### src/rtl/spi_master.sv
// rtl/spi_master.sv - SPI master: m-bit MSB-first frame, SCLK idle low, LOAD strobe period after the data.
module spi_master #(
  parameter int m   = 12,
  parameter int DIV = 4
) (
  input  logic         clk,
  input  logic         clr,
  input  logic         START,
  input  logic [m-1:0] TX_DAT,
  output logic [m-1:0] RX_DAT,
  output logic         BUSY,
  output logic         DONE,
  output logic         SCLK,
  output logic         MOSI,
  input  logic         MISO,
  output logic         LOAD
);

  localparam int            CW        = $clog2(m + 1);
  localparam logic [7:0]    HALF_LAST = 8'(DIV - 1);
  localparam logic [CW-1:0] LAST_BIT  = CW'(m - 1);

  typedef enum logic [1:0] {IDLE, SHIFT, LATCH, FIN} state_t;

  state_t        state;
  logic [m-1:0]  tx_sr;
  logic [m-1:0]  rx_sr;
  logic [CW-1:0] bit_cnt;
  logic [7:0]    div_cnt;
  logic          half_end;

  assign half_end = (div_cnt == HALF_LAST);

  // tx_sr is zero-filled, so after m shifts MOSI is already 0 for the LATCH period.
  assign MOSI = tx_sr[m-1];

  always_ff @(posedge clk) begin
    if (clr) begin
      state   <= IDLE;
      tx_sr   <= '0;
      rx_sr   <= '0;
      bit_cnt <= '0;
      div_cnt <= '0;
      RX_DAT  <= '0;
      BUSY    <= 1'b0;
      DONE    <= 1'b0;
      SCLK    <= 1'b0;
      LOAD    <= 1'b0;
    end else begin
      DONE <= 1'b0;
      case (state)
        IDLE: begin
          if (START) begin
            tx_sr   <= TX_DAT;
            bit_cnt <= '0;
            div_cnt <= '0;
            SCLK    <= 1'b0;
            BUSY    <= 1'b1;
            state   <= SHIFT;
          end
        end
        SHIFT, LATCH: begin
          if (half_end) begin
            div_cnt <= '0;
            SCLK    <= ~SCLK;
            // SCLK high at the end of a half-period marks the falling transition.
            if (SCLK) begin
              if (state == SHIFT) begin
                tx_sr   <= {tx_sr[m-2:0], 1'b0};
                rx_sr   <= {rx_sr[m-2:0], MISO};
                bit_cnt <= bit_cnt + 1'b1;
                if (bit_cnt == LAST_BIT) begin
                  LOAD  <= 1'b1;
                  state <= LATCH;
                end
              end else begin
                LOAD   <= 1'b0;
                RX_DAT <= rx_sr;
                DONE   <= 1'b1;
                state  <= FIN;
              end
            end
          end else begin
            div_cnt <= div_cnt + 8'd1;
          end
        end
        FIN: begin
          BUSY  <= 1'b0;
          state <= IDLE;
        end
        default: state <= IDLE;
      endcase
    end
  end

endmodule
### config.mk
export PLATFORM = sky130hd
export DESIGN_NAME = spi_master
export DESIGN_NICKNAME = d
export VERILOG_FILES = /design/src/rtl/spi_master.sv
export SDC_FILE = /design/constraint.sdc
export NUM_CORES = 1
export LEC_CHECK = 0
export ABC_AREA = 0
export CAP_MARGIN = 20
export CORE_UTILIZATION = 49
export DETAILED_ROUTE_END_ITERATION = 10
export MAX_ROUTING_LAYER = met4
export PLACE_DENSITY = 0.69
export SETUP_SLACK_MARGIN = 0.4
export SYNTH_ARGS = -nofsm -noshare
export SYNTH_HDL_FRONTEND = slang
export SYNTH_SLANG_ARGS = --single-unit
### constraint.sdc
create_clock -name clk -period 2.1 [get_ports clk]
set_input_delay 0.315 -clock clk [delete_from_list [all_inputs] [get_ports clk]]
set_output_delay 0.315 -clock clk [all_outputs]
set_load 0.02 [all_outputs]
==> impl_results.md <==
- Status: complete, no violations
- FMAX: 0.543 GHz
- Routed len/inst: 14.5 um
- Worst R2R Setup Slack: 0.26 ns
- Antenna violations before repair: 0
- Cell Area, Synth: 2540 um^2
- Remaining antenna violation count after routing: 0
- Tot Pwr: 0.00296 W
- Min-delay worst type: primary input to flip-flop
- Clock buffer depth: 2
- RePlAce Congestion: 0.805
- CTS Buf Count: 5
- Worst Setup Start Kind: flip-flop
- Die H: 74.0 um
- Max_slew headroom: 61.9%
- Layout area overhead: 32.5%
- Iter 0 DRT Violations: 122
- Cells after DPL: 376
- Cell variety after synth: 40
- Die X: 74.0 um
- Reg2reg start: div_cnt[0]
- Final hold vios: 0
- Post-synth top area cell: dfxtp_1
- Hold slack: 0.400 ns
- Clk sinks: 54
- Worst EP arrival: 2.04 ns
- Diode count: 0
- Minimum clock period: 1.84 ns
- DR pass1 iterations: 4
- Final setup TNS: 0 ns
- CTS root buffer: clkbuf_8
- RSZ-0062 raised after global routing: true
- Post-route DRC: 0
- Hold Path End: DONE
- Finish-stage setup viols: 0
- Post-DP HPWL: 3450 um
- CTS Hold Bufs: 0
- First-pass GRT wire length: 9290 um
- Setup crit end kind: flip-flop
- Peak VDD IR: 0.645 mV
- Final nets: 356
- FF+latch area: 1090 um^2
- Area occupied by multi-input gates: 1450 um^2
- Crit path max fanout: 3
- Fin crit share: 87.6%
- Full die area: 5470 um^2
- Clock Latency Late Sink: 0.32 ns
- Layout cell share with drive strength beyond 1: 22.5%
- Final wirelength: 5780 um
- Layout Cells excl Fill: 400
- Setup Crit Path Kind: flip-flop to flip-flop
- Worst R2R End: LOAD
- Syn Area/Cell: 8.97 um^2
- Prevailing post-synth register cell: dfxtp_1
- PD cells: 881 nW/um^2
- CTS tree: done
- Clock transition at path regs: 0.11 ns
- Final Skew: 0.0155 ns
- EDFF count, synth: 0
- Hold Crit Depth: 3
- Synth top area cells: dfxtp_1 (43%), a21oi_1 (8.9%), nand3_1 (6.5%), mux2i_1 (5.5%), nand2_1 (5.5%)
- Yosys reg bits: 54
- Top Ports: 33
- Initial Util: 52.3%
- Worst R2R Path Depth: 6
- Number of global-route vias before repair: 2051
- Max Cap Viol: 0
- Worst Hold Launch: clr
- P_leak: 1.14 nW
- Sequential-to-total area share from yosys stat: 42.6%
- Ys Warns: 0
- IO buf count: 32
- # fillers: 382
- Syn nets: 307
- Total GRT Usage: 22.6%
- H-tree depth: 2
- Max Slew Vio Count: 0
- Vias post-DR: 2218
- GRT overflow: 0
- Vias per cell: 5.55
- Area of the core: 4850 um^2
- Worst Path Required: 2.30 ns
- Largest net degree at the start of global routing: 49
- Synth async-reset ratio: 0%
- Yosys top cell area share: 42.6%
- Placement row count: 25
- Cells after synthesis: 283
- Worst slew pin tran: 0.571 ns
[layout make-up]
class	count	area share, %
Clock buffer	6	2.46
Clock inverter	2	0.521
Inverter	3	0.447
Tap cell	67	2.49
Sequential cell	54	32.5
Timing Repair Buffer	60	18.3
Multi-Input combinational cell	208	43.2
[critical path, stage by stage, from the launching register on]
cell and delay (ns):
dfxtp_4 0.37, ha_4 0.14, or4b_4 0.53, buf_12 0.17, a2111oi_4 0.22, mux2i_1 0.25
nor2_1 0.06
[cells by family (layout without fill, tap and decap cells)]
kind of cell / Yosys count / in the layout / synth area share [%]
XOR/XNOR: 4 / 4 / 1.38
multiplexers: 15 / 15 / 5.97
buffers and inverters: 21 / 71 / 3.99
flip-flops: 54 / 54 / 42.6
AO/OA/AOI/OAI: 77 / 77 / 20.7
AND/OR/NAND/NOR: 104 / 104 / 21.4
adder cells (fa/ha/maj): 8 / 8 / 3.94
[how the worst max path moves through the flow]
stage / start / endpoint
floorplan: state[0] / div_cnt[5]
global placement: START / bit_cnt[2]
detailed placement: START / bit_cnt[2]
CTS: div_cnt[0] / LOAD
global route: div_cnt[0] / LOAD
finish: div_cnt[0] / LOAD
[stage by stage]
step           utilization (%)  setup slack, ns  instance area (um^2)
4_1_cts                   66.2            0.300                  3210
3_3_place_gp              61.5            0.176                  2980
5_1_grt                   69.3            0.186                  3360
6_report                  69.3            0.260                  3360
2_1_floorplan                -            0.397                  2590
3_5_place_dp              61.5            0.163                  2980
[state kept, by name (all words and copies together), names as in the netlist]
| signal | count |
|---|---|
| RX_DAT | 12 |
| rx_sr | 12 |
| tx_sr | 12 |
| div_cnt | 8 |
| bit_cnt | 4 |
| state | 2 |
| BUSY | 1 |
| DONE | 1 |
| LOAD | 1 |
| SCLK | 1 |
[cell usage after synthesis, types with 2 or more instances]
cell,n
dfxtp_1,54
a21oi_1,45
nand2_1,37
nand3_1,33
mux2i_1,14
a211oi_2,11
clkbuf_1,11
nor2_1,9
ha_1,8
o21ai_0,6
a31oi_1,5
nand2b_1,4
a211oi_1,3
buf_2,3
buf_4,3
inv_1,3
nand3b_1,3
or4_1,3
xor2_1,3
a21o_1,2
and3_1,2
nand4_1,2
nor3_1,2
[report_power, final]
group	switching [W]	internal (W)
clock network	0.000357	0.000272
registers	0.0000663	0.00114
logic	0.000619	0.000509
[timing repair]
item	in CTS	in global routing
buffers inserted	9	3
pin swaps	2	9
gates resized for setup	8	12
cloned	1	3
endpoints found under the setup margin	44	43
[routing by layer]
layer  routed length, um  track usage, %  up-vias
met4                  70            6.41        0
met3                 203            4.47       10
met2                2660            34.3       37
met1                2850            30.4     1054
li1                    -               -     1117
met5                   0               -        -
[cell usage in the layout (no fill, tap or decap), types with 5 or more instances in the layout]
cell type         n
dfxtp_1          47
nand2_1          37
a31oi_1           5
buf_4            19
nand3_1          30
a211oi_2         10
nor2_1            9
ha_1              6
o21ai_0           5
dfxtp_2           6
mux2i_1          14
clkbuf_8          6
clkdlybuf4s50_1  31
a21oi_1          43
No activity file was read; power rests on OpenSTA's default activity.
